==> config.mk <==
export PLATFORM = sky130hd
export DESIGN_NAME = cv32e40p_fetch_unit
export DESIGN_NICKNAME = d
export VERILOG_FILES = /design/src/rtl/cv32e40p_pkg.sv /design/src/rtl/cv32e40p_fetch_fifo.sv /design/src/rtl/cv32e40p_fetch_unit.sv
export SDC_FILE = /design/constraint.sdc
export NUM_CORES = 1
export LEC_CHECK = 0
export CORE_MARGIN = 2
export CORE_UTILIZATION = 55
export CTS_CLUSTER_DIAMETER = 30
export DETAILED_ROUTE_END_ITERATION = 8
export PLACE_DENSITY = 0.88
export SYNTH_ARGS = -nofsm -noshare
export SYNTH_HDL_FRONTEND = slang
export SYNTH_SLANG_ARGS = --single-unit
==> constraint.sdc <==
create_clock -name clk -period 9.4 [get_ports clk]
set_input_delay 1.88 -clock clk [delete_from_list [all_inputs] [get_ports clk]]
set_output_delay 1.88 -clock clk [all_outputs]
set_load 0.03 [all_outputs]
==> src/rtl/cv32e40p_pkg.sv <==
// Shared types and limits for the instruction fetch unit.
package cv32e40p_pkg;

  typedef enum logic {
    ALIGNED   = 1'b0,
    UNALIGNED = 1'b1
  } fetch_align_e;

  typedef enum logic {
    REQ_IDLE = 1'b0,
    REQ_WAIT = 1'b1
  } fetch_req_e;

  localparam int unsigned FETCH_DEPTH_MAX = 16;
  localparam int unsigned FETCH_CNT_W     = $clog2(FETCH_DEPTH_MAX + 1);

  function automatic logic is_compressed(input logic [1:0] lsb);
    return lsb != 2'b11;
  endfunction

endpackage

==> src/rtl/cv32e40p_fetch_fifo.sv <==
// Instruction word FIFO with head and head+1 peek; pointers wrap modulo DEPTH.
module cv32e40p_fetch_fifo
  import cv32e40p_pkg::*;
#(
  parameter int unsigned DEPTH = 4,
  parameter int unsigned WIDTH = 32
) (
  input  logic                   clk,
  input  logic                   rst_n,
  input  logic                   flush_i,
  input  logic                   push_i,
  input  logic [WIDTH-1:0]       wdata_i,
  input  logic                   pop_i,
  output logic [WIDTH-1:0]       head_o,
  output logic [WIDTH-1:0]       head1_o,
  output logic [FETCH_CNT_W-1:0] count_o
);

  localparam int unsigned PTR_W = (DEPTH > 1) ? $clog2(DEPTH) : 1;

  logic [WIDTH-1:0]       mem_q [DEPTH];
  logic [PTR_W-1:0]       rptr_q, wptr_q;
  logic [FETCH_CNT_W-1:0] count_q;

  function automatic logic [PTR_W-1:0] wrap_inc(input logic [PTR_W-1:0] p);
    return (p == PTR_W'(DEPTH - 1)) ? '0 : p + PTR_W'(1);
  endfunction

  always_ff @(posedge clk) begin
    if (push_i) mem_q[wptr_q] <= wdata_i;
  end

  always_ff @(posedge clk or negedge rst_n) begin
    if (!rst_n) begin
      rptr_q  <= '0;
      wptr_q  <= '0;
      count_q <= '0;
    end else if (flush_i) begin
      rptr_q  <= '0;
      wptr_q  <= '0;
      count_q <= '0;
    end else begin
      if (push_i) wptr_q <= wrap_inc(wptr_q);
      if (pop_i)  rptr_q <= wrap_inc(rptr_q);
      case ({push_i, pop_i})
        2'b10:   count_q <= count_q + FETCH_CNT_W'(1);
        2'b01:   count_q <= count_q - FETCH_CNT_W'(1);
        default: count_q <= count_q;
      endcase
    end
  end

  assign head_o  = mem_q[rptr_q];
  assign head1_o = mem_q[wrap_inc(rptr_q)];
  assign count_o = count_q;

endmodule

==> src/rtl/cv32e40p_fetch_unit.sv <==
// OBI fetch unit: request FSM, outstanding/discard counters, FIFO and 16/32-bit aligner.
// Define CV32E40P_FETCH_ERR_EN to carry instr_err_i through the FIFO to fetch_err_o.
//   state     | meaning
//   REQ_IDLE  | no request pending; issue when the request rule allows
//   REQ_WAIT  | request issued, holding req/addr until granted or branch
module cv32e40p_fetch_unit
  import cv32e40p_pkg::*;
#(
  parameter int unsigned DEPTH           = 4,
  parameter int unsigned MAX_OUTSTANDING = 2
) (
  input  logic        clk,
  input  logic        rst_n,
  input  logic        req_i,
  input  logic        branch_i,
  input  logic [31:0] branch_addr_i,
  output logic        instr_req_o,
  output logic [31:0] instr_addr_o,
  input  logic        instr_gnt_i,
  input  logic        instr_rvalid_i,
  input  logic        instr_err_i,
  input  logic [31:0] instr_rdata_i,
  output logic        instr_valid_o,
  input  logic        instr_ready_i,
  output logic [31:0] instr_o,
  output logic [31:0] instr_pc_o,
  output logic        instr_compressed_o,
  output logic        fetch_err_o,
  output logic        busy_o
);

`ifdef CV32E40P_FETCH_ERR_EN
  localparam int unsigned ENTRY_W = 33;
`else
  localparam int unsigned ENTRY_W = 32;
`endif

  fetch_req_e             req_state_q, req_state_d;
  fetch_align_e           align_q, align_d;
  logic [31:0]            fetch_addr_q, fetch_addr_d;
  logic [31:0]            pc_q, pc_d;
  logic [FETCH_CNT_W-1:0] outst_q, outst_d, discard_q, discard_d;
  logic [FETCH_CNT_W-1:0] fifo_count;
  logic [FETCH_CNT_W:0]   fill_level;
  logic [ENTRY_W-1:0]     head, head1, push_data;
  logic [31:0]            w, w1, out_instr;
  logic                   err_w, err_w1, out_err;
  logic                   can_issue, grant, push, pop, have, compressed;
  logic                   unused_in;

  // Words in the FIFO plus words still on their way must never exceed DEPTH.
  assign fill_level = {1'b0, fifo_count} + {1'b0, outst_q};
  assign can_issue  = req_i && (outst_q < FETCH_CNT_W'(MAX_OUTSTANDING)) &&
                      (fill_level < (FETCH_CNT_W + 1)'(DEPTH));

  always_comb begin
    instr_req_o = !branch_i && ((req_state_q == REQ_WAIT) || can_issue);
    req_state_d = (instr_req_o && !instr_gnt_i) ? REQ_WAIT : REQ_IDLE;
  end

  assign grant = instr_req_o && instr_gnt_i;
  assign push  = instr_rvalid_i && (discard_q == '0) && !branch_i;

  always_comb begin
    case ({grant, instr_rvalid_i})
      2'b10:   outst_d = outst_q + FETCH_CNT_W'(1);
      2'b01:   outst_d = outst_q - FETCH_CNT_W'(1);
      default: outst_d = outst_q;
    endcase
    discard_d = discard_q;
    if (branch_i)                               discard_d = outst_q - FETCH_CNT_W'(instr_rvalid_i);
    else if (instr_rvalid_i && discard_q != '0) discard_d = discard_q - FETCH_CNT_W'(1);
    fetch_addr_d = fetch_addr_q;
    if (branch_i)   fetch_addr_d = {branch_addr_i[31:2], 2'b00};
    else if (grant) fetch_addr_d = fetch_addr_q + 32'd4;
  end

`ifdef CV32E40P_FETCH_ERR_EN
  assign push_data = {instr_err_i, instr_rdata_i};
  assign err_w     = head[32];
  assign err_w1    = head1[32];
`else
  assign push_data = instr_rdata_i;
  assign err_w     = 1'b0;
  assign err_w1    = 1'b0;
`endif
  assign w         = head[31:0];
  assign w1        = head1[31:0];
  assign unused_in = ^{head1[ENTRY_W-1:16], instr_err_i, branch_addr_i[0]};

  cv32e40p_fetch_fifo #(
    .DEPTH (DEPTH),
    .WIDTH (ENTRY_W)
  ) u_fifo (
    .clk     (clk),
    .rst_n   (rst_n),
    .flush_i (branch_i),
    .push_i  (push),
    .wdata_i (push_data),
    .pop_i   (pop),
    .head_o  (head),
    .head1_o (head1),
    .count_o (fifo_count)
  );

  always_comb begin
    have       = 1'b0;
    out_instr  = '0;
    out_err    = 1'b0;
    compressed = 1'b0;
    pop        = 1'b0;
    align_d    = align_q;
    pc_d       = pc_q;
    if (align_q == ALIGNED) begin
      have       = fifo_count != '0;
      compressed = is_compressed(w[1:0]);
      out_instr  = compressed ? {16'h0, w[15:0]} : w;
      out_err    = err_w;
    end else begin
      compressed = is_compressed(w[17:16]);
      if (compressed) begin
        have      = fifo_count != '0;
        out_instr = {16'h0, w[31:16]};
        out_err   = err_w;
      end else begin
        // Instruction straddles two words: needs the next entry too.
        have      = fifo_count >= FETCH_CNT_W'(2);
        out_instr = {w1[15:0], w[31:16]};
        out_err   = err_w | err_w1;
      end
    end
    instr_valid_o = have && !branch_i;
    if (branch_i) begin
      align_d = branch_addr_i[1] ? UNALIGNED : ALIGNED;
      pc_d    = {branch_addr_i[31:1], 1'b0};
    end else if (instr_valid_o && instr_ready_i) begin
      pc_d = pc_q + (compressed ? 32'd2 : 32'd4);
      pop  = !((align_q == ALIGNED) && compressed);
      if (compressed) align_d = (align_q == ALIGNED) ? UNALIGNED : ALIGNED;
    end
  end

  always_ff @(posedge clk or negedge rst_n) begin
    if (!rst_n) begin
      req_state_q  <= REQ_IDLE;
      align_q      <= ALIGNED;
      fetch_addr_q <= '0;
      pc_q         <= '0;
      outst_q      <= '0;
      discard_q    <= '0;
    end else begin
      req_state_q  <= req_state_d;
      align_q      <= align_d;
      fetch_addr_q <= fetch_addr_d;
      pc_q         <= pc_d;
      outst_q      <= outst_d;
      discard_q    <= discard_d;
    end
  end

  assign instr_addr_o       = fetch_addr_q;
  assign instr_pc_o         = pc_q;
  assign instr_o            = instr_valid_o ? out_instr : '0;
  assign instr_compressed_o = instr_valid_o && compressed;
  assign fetch_err_o        = instr_valid_o && out_err;
  assign busy_o             = outst_q != '0;

endmodule

* After elaboration in Yosys (flattened, before gate mapping)
Memory sizes are Yosys's and may differ from the RTL's.
Index checks and enable logic that the tools add are counted.
** Storage, ports and cells
- Output and inout port bits :: 101
- Bits in writable memories :: 128
- Word-level logic and storage cells :: 95
- Memories :: 1
- Flip-flop bits (word level) :: 85
- Input bits :: 72
** Operators by class
- Reduce and logical (&&, ||, !) cells :: 29
- $add $sub $neg :: 11
- Multiplexer cells :: 33
- Order comparisons :: 3
- Bitwise gates (word level) :: 1
- Equal/unequal tests :: 8
** Memory list
- u_fifo.mem_q :: words 4, bits a word 32, read ports 2, clocked after memory_dff 0, wr ports 1, RTL line cv32e40p_fetch_fifo.sv:21 : logic [WIDTH-1:0] mem_q [DEPTH];
** Operators by type and width (count)
- 32-bit 2-to-1 mux :: 8
- 32-bit by 3-bit adder with 32-bit output :: 1
- 32-bit by 3-bit adder with 32-bit output, second input constant :: 1
- 5-bit case mux with 2 select lines :: 2
- 5-bit 2-to-1 mux :: 3
- 5-bit nonzero test :: 3
- 5-bit by 1-bit subtractor with 5-bit output, second input constant :: 3
- 2-bit nonzero test :: 7
- 1-bit 2-to-1 mux :: 13
- 1-bit logical AND :: 12
- 2-bit 2-to-1 mux :: 6
- 5-bit by 1-bit adder with 5-bit output, second input constant :: 2
- 2-bit == test, second input constant :: 4
- 5-bit by 5-bit adder with 6-bit output :: 1
- 6-bit by 3-bit < comparator with 1-bit output, second input constant :: 1
- 5-bit by 2-bit greater-or-equal comparator with 1-bit output, second input constant :: 1
- 5-bit zero test :: 1
- 5-bit by 2-bit < comparator with 1-bit output, second input constant :: 1
- 5-bit by 1-bit subtractor with 5-bit output :: 1
- 2-bit by 1-bit adder with 2-bit output, second input constant :: 2
- 2-bit by 1-bit == test with 1-bit output, second input constant :: 2
- 2-bit != test, second input constant :: 2
- 1-bit zero test :: 3
- 3-bit 2-to-1 mux :: 1
- other kinds (4) :: 4

* Longest topological paths before layout
Gate-level depths: netlist (run 1).
An unclocked memory read counts as a cell.
- Depth after elaboration :: 11
- Depth in mapped cells :: 16

* By module
A second synthesis (run 1) with hierarchy kept.
** Unflattened totals
- Cell total of the unflattened synthesis :: 832
- Area total of the unflattened synthesis :: 11140.7 um2
** Modules (own cells, without submodules)
- cv32e40p_fetch_fifo :: cells each 272, sequential area each 4068.9 um2, area an instance 6103.4 um2, times used 1
- cv32e40p_fetch_unit :: cells each 560, sequential area each 1826.8 um2, area an instance 5037.3 um2, times used 1

* Least setup slack after synthesis (run 1)
OpenSTA, ideal clock, no wires.
- Path type :: input port to output port
- Start :: input branch_i
- End :: output instr_o[10]
- Required time :: 7520 ps
- Buffers on the path :: 2
- Cell stages on the path :: 5
- Setup slack :: 4472 ps
- Data arrival time :: 3048 ps
- Path through :: inv_1 > clkbuf_1 > o21ai_1 > clkbuf_1 > nor2_1
** Between the ends
- Word-level cells in the longest chain between the ends :: 3
** RTL lines
- start, declared :: RTL line cv32e40p_fetch_unit.sv:15 : input logic branch_i,
- 1-bit zero test :: RTL line cv32e40p_fetch_unit.sv:132 : instr_valid_o = have && !branch_i;
- 1-bit logical AND :: RTL line cv32e40p_fetch_unit.sv:132
- 32-bit 2-to-1 mux :: RTL line cv32e40p_fetch_unit.sv:163 : assign instr_o = instr_valid_o ? out_instr : '0;
- end, declared :: RTL line cv32e40p_fetch_unit.sv:25 : output logic [31:0] instr_o,
Every way passes these cells.

* Worst setup path in the final report (run 1)
- Start :: register u_fifo.rptr_q[0]
- End :: output instr_compressed_o
** Between the ends
- Word-level cells in the longest chain between the ends :: 6
** RTL lines
- start, declared :: RTL line cv32e40p_fetch_fifo.sv:22 : logic [PTR_W-1:0] rptr_q, wptr_q;
- start signal, assigned :: RTL line cv32e40p_fetch_fifo.sv:44 : if (pop_i) rptr_q <= wrap_inc(rptr_q);
- memory 4 x 32 bit (*)
- 2-bit != test :: RTL line cv32e40p_pkg.sv:18 : return lsb != 2'b11;
- 1-bit 2-to-1 mux :: RTL line cv32e40p_fetch_unit.sv:121 : if (compressed) begin
- 1-bit 2-to-1 mux :: RTL line cv32e40p_fetch_unit.sv:114 : if (align_q == ALIGNED) begin
- 1-bit logical AND :: RTL line cv32e40p_fetch_unit.sv:132
- 1-bit logical AND (*) :: RTL line cv32e40p_fetch_unit.sv:164 : assign instr_compressed_o = instr_valid_o && compressed;
- end, declared :: RTL line cv32e40p_fetch_unit.sv:27 : output logic instr_compressed_o,
Mark *: on every way between the ends. The rest lies on a longest branch, timed or not.

==> results, run 1 <==
- Headroom to the max-slew limit came out at 32.47%.
- Of the synthesized area, sequential elements account for 55.00%.
- Net switching is 29.95% of the power.
- Counting I/O delays and the setup requirement, the final critical path takes 6.023 ns.
- In this run the most used layer during global routing was met2.
- In this design, the critical path's most frequently occurring cell is sky130_fd_sc_hd__nor2_1.
- The kind of cell with the highest combined delay along the critical path is buffers and inverters.
- The arrival time at the worst endpoint is 4.14 ns.
- The met2 usage is 47.14%.
- The clock latency reported for the late side of the worst-skew pair is 0.52 ns.
- In this run, distinct cell masters in the synthesized netlist total 66.
- Along the worst hold path, the cell count comes to 1.
- TritonCTS built the clock tree.
- The share of total power dissipated in the clock network is 41.9%.
- CTS built an H-tree with a depth of 2.
- Between clock sinks in the finished design, the worst skew comes to 0.01343 ns.
- The post-CTS repair timing setup buffer count is 0.
- The stage delay of the slowest cell on the critical path is 0.72 ns.
- Summed over all nets, the switching power comes to 0.0009727 W.
- The sum of negative setup slack is 0 ns.
- The number of buffer cells added on primary ports is 166.
- The root buffer cell is sky130_fd_sc_hd__clkbuf_16.
- The cell with the most instances after synthesis is sky130_fd_sc_hd__edfxtp_1.
- The clock input transition at the sequential cells of the worst setup and hold paths is 0.05 ns.
- The effective utilization at floorplan is 55.63%.
- For the pin with the worst max-slew slack, the measured transition is 1.004 ns.
- The portion of synthesized cell area occupied by the leading cell type is 35.85%.
- The max-capacitance violation count is 0.
- The average wire per standard cell is 21.83 µm.
- Of the available clock period, the critical path in the final layout requires 64.07%.
- The total of warnings raised by yosys is 0.
- Sequential cells account for 34.6% of the total power.
- The floorplan step defined a core boundary enclosing 19,270 µm².
- The top-level port count is 173.
- The number of buffers inserted by hold repair at cts is 0.
- The number of search-and-repair iterations in the first detailed-routing pass is 5.
- The setup path with the least slack is of type reg2out.
- Counting along the longest clock path gives a buffer depth of 3.
- The worst hold-check path type is reg2reg.
- VDD sags by at most 0.1866 mV.
- Walking the worst path, the cells encountered are buf_4 -> mux4_2 -> nor2b_1 -> and2_1 -> nor2_1 -> inv_1 -> nor2_1 -> clkdlybuf4s50_1.
- The placer congestion estimate is 0.8501.
- The highest net fanout along the worst path is 38.
- Wires add up to 28.18 mm.
- Prior to clock tree synthesis, the placed netlist has a worst setup slack of 3.566 ns.
- The flow ran to the end, and the final reports show no timing, DRC or antenna violations.
- For this design, the slowest cell found on the critical path is sky130_fd_sc_hd__clkdlybuf4s50_1.
- Among all flip-flop cells after synthesis, the most frequent one is sky130_fd_sc_hd__edfxtp_1.
- In this run, synthesis inferred 128 flip-flops with an integrated enable.
- For met1 alone, demand over resource in global routing was 34.36%.
- Setup violations remaining at the end of the flow were counted as 0.
- The hold violation total from the final report is 0.
- The count of cells resized by post-cts repair is 0.
- The proportion of synthesized flip-flops having asynchronous set or reset is 39.05%.
- The synthesized netlist cell count is 826.
- The number of slew-limit violations in the final report came to 0.
- The final route contains 7,925 vias.
- The number of cells on the worst reg-to-reg path is 13.
- Ranked by instance count, the synthesized netlist is headed by sky130_fd_sc_hd__edfxtp_1, sky130_fd_sc_hd__dfrtp_1, sky130_fd_sc_hd__nor2_1.
- The number of buffers created by CTS is 39.
- The count of nets after finishing is 1,096.
- Each instance of the synthesized netlist takes up on average 12.98 µm².
- The synthesized design contains 210 register bits.
- The synthesized netlist occupies a cell area of 10,720 µm².
- For this design the static power due to leakage is 5.042 nW.
- The cell internal power dissipation is 0.002275 W.
- The power per standard cell area is 233.8 nW/µm².
- The largest net degree at the start of global routing is 65.
- The number of global-route vias before repair is 8,028.
- The combinational fraction of design power is 23.5%.
- The number of design rule violations left after detail routing is 0.
- The critical path runs through a total of 8 cells.
- The horizontal die dimension is 143.6 µm.
- Setup repair after global routing left no endpoint under its margin.
- The global router's overall resource usage is 27.67%.
- After floorplanning, the core was divided into 51 placement rows.
- The met3 usage in global routing is 6.098%.
- The count of clock tree sinks is 210.
- Static timing analysis puts the maximum clock frequency at 166.0 MHz.
- The floorplan step defined a die boundary enclosing 20,620 µm².
- The kind of end point of the critical path is an output pin.
- The synthesis-to-layout area growth is 29.56%.
- The die boundary height is 143.6 µm.
- The worst setup path is launched from a register.
- The count of nets left with antenna violations once routing finished came out at 0.
- Yosys attributes the largest share of cell area to sky130_fd_sc_hd__edfxtp_1, sky130_fd_sc_hd__dfrtp_1, sky130_fd_sc_hd__mux4_2.
- The repair_antennas step left the layout with diodes totalling 0.
- The DRC marker count from the first detailed-route iteration is 578.
- The worst endpoint required time is 7.52 ns.
- The placed wire-length estimate is 17.61 mm.
- Cells with a size suffix above 1 make up 15.59% of the layout.
- The initial antenna violation count came to 0.
- In the post-route analysis, the smallest setup slack over all paths is 3.377 ns.
- The largest area contributor in the synthesized netlist is sky130_fd_sc_hd__edfxtp_1.
- The number of buffers and inverters on the critical path is 3.
- The leftover overflow at the end of global routing is 0.
- The first-pass GRT wire length is 43.57 mm.
- The number of vias per cell after detailed routing is 6.139.
-- cell type report --
| type | count | area, µm² |
|---|---|---|
| fillers | 1288 | 5381 |
| flip-flops and latches | 210 | 5897 |
| well taps | 265 | 331.6 |
| repair buffers | 179 | 1752 |
| clock buffers | 50 | 1069 |
| inverters | 24 | 90.09 |
| multi-input cells | 545 | 4537 |
| clock inverters | 18 | 214.0 |
-- placed cells by master (no fill, tap or decap), drive strengths merged, types with 6 or more instances in the layout --
cell             n
and3            17
nand4           10
mux2            24
a22oi           15
a21oi           22
clkdlybuf4s50  164
nor3b            6
a211oi           6
xor2            22
nand2           54
o2111ai          8
xnor2           26
nor2b            7
nor2            65
nor3            15
edfxtp         128
buf             15
a31oi            6
o21ai           26
nor4            10
and2             8
clkbuf          50
inv             25
o211ai          18
clkinv          11
mux2i           21
ha              22
mux4            47
dfrtp           82
o311ai          10
nand3           19
-- per-layer routing --
layer	routed length, µm	share of wire, %	up-vias
met5	0	0	-
met4	806	2.9	0
met3	2200	7.8	56
met2	14270	51	373
met1	10900	39	3966
li1	-	-	3530
-- worst reg2reg max path, delay by kind of cell, from the launching register on --
family | cells | cell delay [ns]
AOI/OAI and AO/OA | 3 | 0.68
adders and majority gates | 2 | 0.74
buffers and inverters | 2 | 0.63
DFF | 1 | 0.33
muxes | 1 | 0.64
and+or+nand+nor | 5 | 2.34
-- kinds of logic after synthesis --
group                      count (synthesis)  synth area share, %
and+or+nand+nor                          237                11.36
AOI/OAI and AO/OA                        138                9.115
other                                      1              0.03498
adders and majority gates                 25                3.128
DFF                                      210                55.00
buffers and inverters                     74                2.883
xor gates and xnor gates                  49                4.132
muxes                                     92                14.36
-- sequential cells by signal (all words and copies together) (netlist names) --
signal          count
align_q             1
outst_q             5
discard_q           5
u_fifo.wptr_q       2
instr_addr_o       30
u_fifo.rptr_q       2
u_fifo.count_o      5
instr_pc_o         31
u_fifo.mem_q      128
req_state_q         1
-- path summary, 6_finish.rpt --
| path | start | end | slack, ns |
|---|---|---|---|
| max | u_fifo.rptr_q[0]$_DFFE_PN0P_ | instr_compressed_o | 3.38 |
| min | instr_pc_o[6]$_DFFE_PN0P_ | instr_pc_o[6]$_DFFE_PN0P_ | 0.54 |
| max reg2reg | u_fifo.rptr_q[0]$_DFFE_PN0P_ | instr_pc_o[25]$_DFFE_PN0P_ | 3.91 |
| min reg2reg | instr_pc_o[6]$_DFFE_PN0P_ | instr_pc_o[6]$_DFFE_PN0P_ | 0.54 |
| max in group asynchronous | rst_n | instr_addr_o[26]$_DFFE_PN0N_ | 7.05 |
| min in group asynchronous | rst_n | instr_addr_o[13]$_DFFE_PN0N_ | 1.31 |
-- metrics by stage --
| step | total power (W) | area (µm²) | hold slack (ns) | instances | utilization [%] |
|---|---|---|---|---|---|
| 6_report | 0.003248 | 13890 | 0.5450 | 1291 | 72.08 |
| 5_1_grt | 0.003376 | 13890 | 0.5712 | 1291 | 72.08 |
| 4_1_cts | 0.003261 | 13890 | 0.5421 | 1291 | 72.08 |
| 3_5_place_dp | 0.001891 | 12610 | 0.5346 | 1223 | 65.42 |
| 3_3_place_gp | 0.001868 | 12610 | 0.5017 | 1223 | 65.42 |
| 2_1_floorplan | 0.001619 | 10730 | 0.4726 | 829 | - |
-- power by group through the flow --
stage	Sequential (W)	Clock, W	Combinational (W)
after floorplan	0.00117	0	0.000449
after global placement	0.00113	0	0.000735
after detailed placement	0.00114	0	0.000754
after CTS	0.00112	0.00137	0.000764
after global routing	0.00113	0.00142	0.000828
final	0.00112	0.00136	0.000762
(Power assumes the default switching activity.)
==> run 2, diff against run 1 <==
--- a/config.mk
+++ b/config.mk
@@ -6,10 +6,10 @@
 export NUM_CORES = 1
 export LEC_CHECK = 0
 export CORE_MARGIN = 2
-export CORE_UTILIZATION = 55
+export CORE_UTILIZATION = 54
 export CTS_CLUSTER_DIAMETER = 30
 export DETAILED_ROUTE_END_ITERATION = 8
-export PLACE_DENSITY = 0.88
+export PLACE_DENSITY = 0.86
 export SYNTH_ARGS = -nofsm -noshare
 export SYNTH_HDL_FRONTEND = slang
 export SYNTH_SLANG_ARGS = --single-unit
==> constraint.sdc (replaced) <==
create_clock -name clk -period 6.1 [get_ports clk]
set_input_delay 1.22 -clock clk [delete_from_list [all_inputs] [get_ports clk]]
set_output_delay 1.22 -clock clk [all_outputs]
set_load 0.03 [all_outputs]
==> run 2 against run 1 <==
Compared with the run above:
- wire length is 1.3% lower
- worst setup slack worse by 2.5 ns
- sequential power is 56% higher
- power is 61% higher
- utilization is 0.33 points higher
- global-route usage is 1.3 points lower
- highest routed layer unchanged
==> results, run 2 (synthesized netlist as in run 1, its figures left out) <==
- The number of buffers inserted by hold repair at cts is 0 (unchanged).
- The final worst clock skew is 0.02719 ns (+0.01375 ns).
- The count of clock tree sinks came to 210 (unchanged).
- The number of H-tree levels is 2 (unchanged).
- The horizontal die dimension was 144.9 µm (+0.90%).
- The maximum count of clock buffers along a single path is 3 (unchanged).
- The number of vias per cell after detailed routing is 6.126 (-0.21%).
- The count of cells resized by post-cts repair is 0 (unchanged).
- The total die area is 21,000 µm² (+1.8%).
- The number of placement rows came to 51 (unchanged).
- The synthesis-to-layout area growth is 31.45%.
- The number of slew-limit violations in the final report was 0 (unchanged).
- The top-level port count is 173 (unchanged).
- The average wire per standard cell is 21.37 µm (-2.1%).
- The worst hold-check path type is reg2reg.
- Setup repair after global routing left no endpoint under its margin.
- The number of search-and-repair iterations in the first detailed-routing pass came to 5 (unchanged).
- The total number of vias is 7,976 (+0.64%).
- The clock latency reported for the late side of the worst-skew pair came to 0.52 ns (about the same).
- The placed wire-length estimate is 17.93 mm (+1.8%).
- Leaving out fill and tap cells, the most frequent cell in the layout is sky130_fd_sc_hd__clkdlybuf4s50_1.
- The number of buffers created by CTS came to 42 (+7.7%).
- The count of nets after finishing is 1,102 (+0.55%).
- The highest attainable clock frequency is 190.3 MHz.
- The remaining number of nets flagged by the antenna check after routing came to 0 (unchanged).
- The run finished with clean final reports.
- The arrival time at the worst endpoint is 4.04 ns (-0.10 ns).
- The cell area reported after detailed placement is 12,630 µm² (+0.18%).
- The number of flip-flops in the largest register is 128 (unchanged).
- The final-layout worst hold slack is 0.5314 ns (-0.01357 ns).
- The highest net fanout along the worst path is 24 (-37%).
- The peak ir drop on the vdd network is 0.2745 mV (+47%).
- The die boundary height is 144.9 µm (+0.90%).
- The effective utilization at floorplan came to 55.08% (-0.55 points).
- The hold violation total from the final report is 0 (unchanged).
- The first-pass GRT wire length is 44.20 mm (+1.5%).
- The number of global-route vias before repair is 8,288 (+3.2%).
- The total length of routed wires is 27.83 mm (-1.3%).
- For the finished layout, the period the worst path requires is 5.256 ns.
- The count of filler cells inserted in the layout is 1,272 (-1.2%).
- The number of design rule violations left after detail routing is 0 (unchanged).
- The design area is 14,090 µm² (+1.5%).
- The post-CTS repair timing setup buffer count came to 0 (unchanged).
- The antenna diode count is 0 (unchanged).
- The DRC marker count from the first detailed-route iteration came to 537 (-7.1%).
- By startpoint and endpoint, the worst setup path is classified as reg2out.
- The transition time at the pin with the least slew margin is 0.8446 ns (-0.1591 ns).
- The standard cell core area is 19,460 µm² (+0.99%).
- The power per standard cell area is 372.1 nW/µm² (+59%).
- The kind of start point of the critical path is a register.
- STA classifies the critical path endpoint as an output pin.
- The number of buffer cells added on primary ports is 166 (unchanged).
- The leftover overflow at the end of global routing is 0 (unchanged).
- In the layout the commonest cells are sky130_fd_sc_hd__clkdlybuf4s50_1, sky130_fd_sc_hd__edfxtp_1, sky130_fd_sc_hd__dfrtp_1.
- The placer congestion estimate is 0.8429 (-0.85%).
- u_fifo.mem_q holds more flip-flops than any other register.
- The number of failing setup endpoints in the final timing report was 0 (unchanged).
- The worst endpoint required time is 4.88 ns (-2.64 ns).
- The sum of negative setup slack is 0 ns (unchanged).
- The headroom to the max-slew limit came to 43.69% (+11 points).
- The clock input transition at the sequential cells of the worst setup and hold paths is 0.05 ns (about the same).
- The largest net degree at the start of global routing is 65 (unchanged).
- The global router's overall resource usage was 26.40% (-1.3 points).
- The max-capacitance violation count is 0 (unchanged).
- The total power after layout is 0.005243 W (+61%).
- The share of layout cells above drive strength 1 is 16.59% (+0.99 points).
- TritonCTS built the clock tree.
- The initial antenna violation count came to 1 (+1).
- The cell leakage power is 5.145 nW (+2.0%).
- The final clock period utilization by the worst path is 86.16%.
- The root buffer cell is sky130_fd_sc_hd__clkbuf_16.
[run 2: changes by cell type in the layout (fill, tap and decap cells not counted)]
cell	before	now
sky130_fd_sc_hd__clkbuf_16	40	45
sky130_fd_sc_hd__buf_4	14	17
sky130_fd_sc_hd__clkinv_2	5	8
sky130_fd_sc_hd__bufinv_16	4	6
sky130_fd_sc_hd__clkinv_4	2	0
sky130_fd_sc_hd__clkinvlp_4	2	4
sky130_fd_sc_hd__clkinv_1	3	2
sky130_fd_sc_hd__clkinv_8	1	0
sky130_fd_sc_hd__inv_6	1	0
sky130_fd_sc_hd__inv_8	0	1
[run 2: path summary, 6_finish.rpt]
path                                               from  cells after the start  slack, ns                      endpoint
min in group asynchronous                         rst_n                      1       0.68  u_fifo.rptr_q[0]$_DFFE_PN0P_
max in group asynchronous                         rst_n                      2       4.41    instr_pc_o[27]$_DFFE_PN0P_
setup reg to reg           u_fifo.rptr_q[0]$_DFFE_PN0P_                     12       1.10    instr_pc_o[29]$_DFFE_PN0P_
hold / removal                 discard_q[0]$_DFFE_PN0P_                      2       0.53      discard_q[0]$_DFFE_PN0P_
setup / recovery           u_fifo.rptr_q[0]$_DFFE_PN0P_                      7       0.84            instr_compressed_o
hold reg to reg                discard_q[0]$_DFFE_PN0P_                      2       0.53      discard_q[0]$_DFFE_PN0P_
[run 2: layout make-up]
class                   instances  area (µm²)  area share [%]
clock inverters                21       269.0           1.909
flip-flops and latches        210        5897           41.84
repair buffers                182        1774           12.59
multi-input cells             545        4537           32.19
clock buffers                  55        1194           8.470
inverters                      24       90.09          0.6393
well taps                     265       331.6           2.353
[run 2: through the flow]
stage | instances | util [%] | setup slack, ns
2_1_floorplan | 829 | - | 2.133
3_3_place_gp | 1226 | 64.89 | 1.165
3_5_place_dp | 1226 | 64.89 | 1.112
4_1_cts | 1302 | 72.41 | 0.8048
5_1_grt | 1302 | 72.41 | 0.5641
6_report | 1302 | 72.41 | 0.8444
[run 2: critical path: stages, from the launching register on]
cell and delay [ns]:
sky130_fd_sc_hd__dfrtp_2 0.82, sky130_fd_sc_hd__mux4_2 0.61, sky130_fd_sc_hd__nor2b_1 0.16, sky130_fd_sc_hd__and2_1 0.44, sky130_fd_sc_hd__nor2_1 0.49, sky130_fd_sc_hd__inv_1 0.13, sky130_fd_sc_hd__nor2_1 0.14, sky130_fd_sc_hd__clkdlybuf4s50_1 0.72
[run 2: per-layer routing]
layer | GRT usage [%] | share of wire, % | up-vias
met3 | 6.321 | 8.1 | 57
met2 | 45.69 | 50 | 385
li1 | - | - | 3542
met1 | 32.36 | 39 | 3992
met5 | 0 | 0 | -
met4 | 9.703 | 2.6 | 0
[run 2: report_power, final]
group	total [W]	switching [W]	internal, W	leakage (nW)
Clock	0.00234	0.000716	0.00162	0.710
Sequential	0.00175	0.000140	0.00161	2.13
Combinational	0.00116	0.000658	0.000502	2.31
==> run 3, diff against run 2 <==
--- a/config.mk
+++ b/config.mk
@@ -5,11 +5,14 @@
 export SDC_FILE = /design/constraint.sdc
 export NUM_CORES = 1
 export LEC_CHECK = 0
+export CELL_PAD_IN_SITES_DETAIL_PLACEMENT = 1
+export CELL_PAD_IN_SITES_GLOBAL_PLACEMENT = 1
 export CORE_MARGIN = 2
-export CORE_UTILIZATION = 54
+export CORE_UTILIZATION = 44
 export CTS_CLUSTER_DIAMETER = 30
 export DETAILED_ROUTE_END_ITERATION = 8
-export PLACE_DENSITY = 0.86
+export PLACE_DENSITY = 0.87
+export SKIP_CTS_REPAIR_TIMING = 1
 export SYNTH_ARGS = -nofsm -noshare
 export SYNTH_HDL_FRONTEND = slang
 export SYNTH_SLANG_ARGS = --single-unit
==> constraint.sdc (replaced) <==
create_clock -name clk -period 6.1 [get_ports clk]
set_input_delay 0.915 -clock clk [delete_from_list [all_inputs] [get_ports clk]]
set_output_delay 0.915 -clock clk [all_outputs]
set_load 0.03 [all_outputs]
==> run 3 against run 2 <==
Compared with the run above:
- register-to-register slack improved by 0.05 ns
- largest cell class unchanged
- die area increased by 22%
- utilization decreased by 13 points
- worst setup slack improved by 0.30 ns
- combinational power about the same
- clock-buffer cell count increased by 2
- first-iteration DRC count increased by 19%
- wire length increased by 19%
- clock power increased by 15%
- highest routed layer unchanged
- power increased by 7.6%
==> results, run 3 (synthesized netlist as in run 1, its figures left out) <==
- The utilization after layout came to 59.79% (-13 points).
- The combinational fraction of design power is 21.1% (-1.0 points).
- The antenna diode count was 0 (unchanged).
- The final-layout worst hold slack was 0.2341 ns (-0.2973 ns).
- The effective utilization at floorplan came to 44.47% (-11 points).
- The transition time at the pin with the least slew margin was 0.9271 ns (+0.08254 ns).
- The total number of vias came to 8,065 (+1.1%).
- The total die area is 25,630 µm² (+22%).
- The number of placement rows is 57 (+12%).
- The cell leakage power is 5.250 nW (+2.0%).
- The number of global-route vias before repair was 9,019 (+8.8%).
- The design area is 14,410 µm² (+2.3%).
- The share of layout cells above drive strength 1 is 17.75% (+1.2 points).
- The peak ir drop on the vdd network was 0.3248 mV (+18%).
- The number of slew-limit violations in the final report is 0 (unchanged).
- The commonest non-fill, non-tap cell in the layout is sky130_fd_sc_hd__clkdlybuf4s50_1.
- The average wire per standard cell was 24.23 µm (+13%).
- The clock share of power is 47.9% (+3.3 points).
- The sequential share of power is 31.0% (-2.3 points).
- The remaining number of nets flagged by the antenna check after routing is 0 (unchanged).
- The clock input transition at the sequential cells of the worst setup and hold paths is 0.05 ns (about the same).
- The highest net fanout along the worst path came to 17 (-29%).
- The number of vias per cell after detailed routing is 5.878 (-4.0%).
- The run finished with clean final reports.
- The leftover overflow at the end of global routing was 0 (unchanged).
- Traced cell by cell, the critical path runs through mux4_2 -> nor2b_1 -> and2_1 -> nor2_1 -> ha_1 -> inv_1 -> fa_1 -> or3b_1 -> nor2_1 -> o2111ai_1 -> xnor2_1 -> mux2_2.
- The count of nets after finishing is 1,108 (+0.54%).
- The number of failing setup endpoints in the final timing report is 0 (unchanged).
- The total power after layout is 0.005640 W (+7.6%).
- The critical-path cell with the highest stage delay is sky130_fd_sc_hd__dfrtp_2.
- The cell area reported after detailed placement is 12,710 µm² (+0.64%).
- The initial antenna violation count came to 0 (-1).
- The clock latency reported for the late side of the worst-skew pair is 0.53 ns (about the same).
- The number of search-and-repair iterations in the first detailed-routing pass is 6 (+1).
- The standard cell core area is 24,110 µm² (+24%).
- The DRC marker count from the first detailed-route iteration is 640 (+19%).
- The kind of critical path is reg2reg.
- The power per standard cell area is 391.3 nW/µm² (+5.2%).
- The number of H-tree levels was 2 (unchanged).
- The first-pass GRT wire length is 52.34 mm (+18%).
- More flip-flops sit in one register than any other, and that register is u_fifo.mem_q.
- The number of flip-flops in the largest register is 128 (unchanged).
- The number of design rule violations left after detail routing was 0 (unchanged).
- The sum of negative setup slack is 0 ns (unchanged).
- The placer congestion estimate is 0.8250 (-2.1%).
- The horizontal die dimension is 160.1 µm (+10%).
- The maximum count of clock buffers along a single path came to 3 (unchanged).
- The number of buffer cells added on primary ports is 166 (unchanged).
- The final clock period utilization by the worst path is 81.19% (-5.0 points).
- The worst setup path is launched from a register.
- The fraction of power spent switching nets was 29.14% (+0.28 points).
- The stage delay of the slowest cell on the critical path is 0.67 ns (-0.15 ns).
- The final worst clock skew is 0.01564 ns (-0.01155 ns).
- The headroom to the max-slew limit is 38.19% (-5.5 points).
- The hold violation total from the final report came to 0 (unchanged).
- Setup repair after global routing left no endpoint under its margin.
- Relative to the synthesized area, the layout overhead comes to 34.45%.
- The worst endpoint required time is 6.51 ns (+1.63 ns).
- The root buffer cell is sky130_fd_sc_hd__clkbuf_16.
- Leaving out fill and tap cells, the most frequent cells in the layout are sky130_fd_sc_hd__clkdlybuf4s50_1, sky130_fd_sc_hd__edfxtp_1, sky130_fd_sc_hd__dfrtp_1.
- The number of buffer and inverter instances along the worst setup path is 1 (-1).
- The die boundary height is 160.1 µm (+10%).
- The cell internal power dissipation came to 0.003996 W (+7.1%).
- The highest attainable clock frequency came to 201.9 MHz (+6.1%).
- The startpoint identified for the worst register-to-register timing path is u_fifo.rptr_q[0]$_DFFE_PN0P_.
- The largest net degree at the start of global routing is 70 (+7.7%).
- TritonCTS built the clock tree.
- The kind of end point of the critical path is a register.
- The arrival time at the worst endpoint is 5.36 ns (+1.32 ns).
- The critical path startpoint is u_fifo.rptr_q[0]$_DFFE_PN0P_.
- The placed wire-length estimate is 20.85 mm (+16%).
- The family of cells with the greatest summed delay on the critical path is simple AND/OR/NAND/NOR gates.
- In this design, the critical path's most frequently occurring cell is sky130_fd_sc_hd__nor2_1.
- The number of buffers created by CTS came to 47 (+12%).
- The net switching power is 0.001644 W (+8.6%).
- The top-level port count is 173 (unchanged).
- The max-capacitance violation count came to 0 (unchanged).
- The total length of routed wires is 33.24 mm (+19%).
- The count of clock tree sinks came to 210 (unchanged).
- The worst hold path belongs to the class in2async.
- The minimum clock period is 4.952 ns (-0.3033 ns).
- The global router's overall resource usage came to 26.31% (-0.093 points).
## run 3: cell count changes in the layout (fill, tap and decap cells not counted), sizes merged
| cell | change |
|---|---|
| clkinvlp | +4 |
| bufinv | +3 |
| clkbuf | +2 |
| buf | +1 |
| inv | +1 |
## run 3: path summary, 6_finish.rpt
kind	endpoint	slack, ns	cells after the start
max in group asynchronous	u_fifo.rptr_q[0]$_DFFE_PN0P_	4.64	2
worst min register to register	discard_q[0]$_DFFE_PN0P_	0.53	2
worst max-delay path	instr_pc_o[23]$_DFFE_PN0P_	1.15	12
min in group clk	discard_q[0]$_DFFE_PN0P_	0.53	2
worst max register to register	instr_pc_o[23]$_DFFE_PN0P_	1.15	12
worst min-delay path	outst_q[1]$_DFFE_PN0P_	0.23	1
## run 3: per-layer routing
metal	up-vias	GRT usage (%)	wire length, µm
met5	-	0	0
met3	58	6.078	2246
li1	3546	-	-
met1	4154	31.38	12970
met2	307	47.54	17320
met4	0	7.658	707
## run 3: stage by stage
step                worst slack [ns]  instances
floorplan                      2.133        829
global placement               1.349       1286
detailed placement             1.125       1286
CTS                            1.123       1372
global route                  0.7662       1372
finish                         1.148       1372
## run 3: cell type report
cell class | instances | area [µm²]
clock buffer | 57 | 1296
timing repair buffer | 183 | 1782
inverter | 24 | 90.09
tap | 324 | 405.4
sequential | 210 | 5897
multi-input combinational | 545 | 4537
fill | 2393 | 9692
clock inverter | 29 | 406.6
## run 3: power by group through the flow
stage	Clock, W	Sequential, W	Combinational [W]
after floorplan	0	0.00180	0.000692
after global placement	0	0.00176	0.00114
after detailed placement	0	0.00177	0.00118
after CTS	0.00274	0.00174	0.00121
after global routing	0.00281	0.00176	0.00129
final	0.00270	0.00175	0.00119
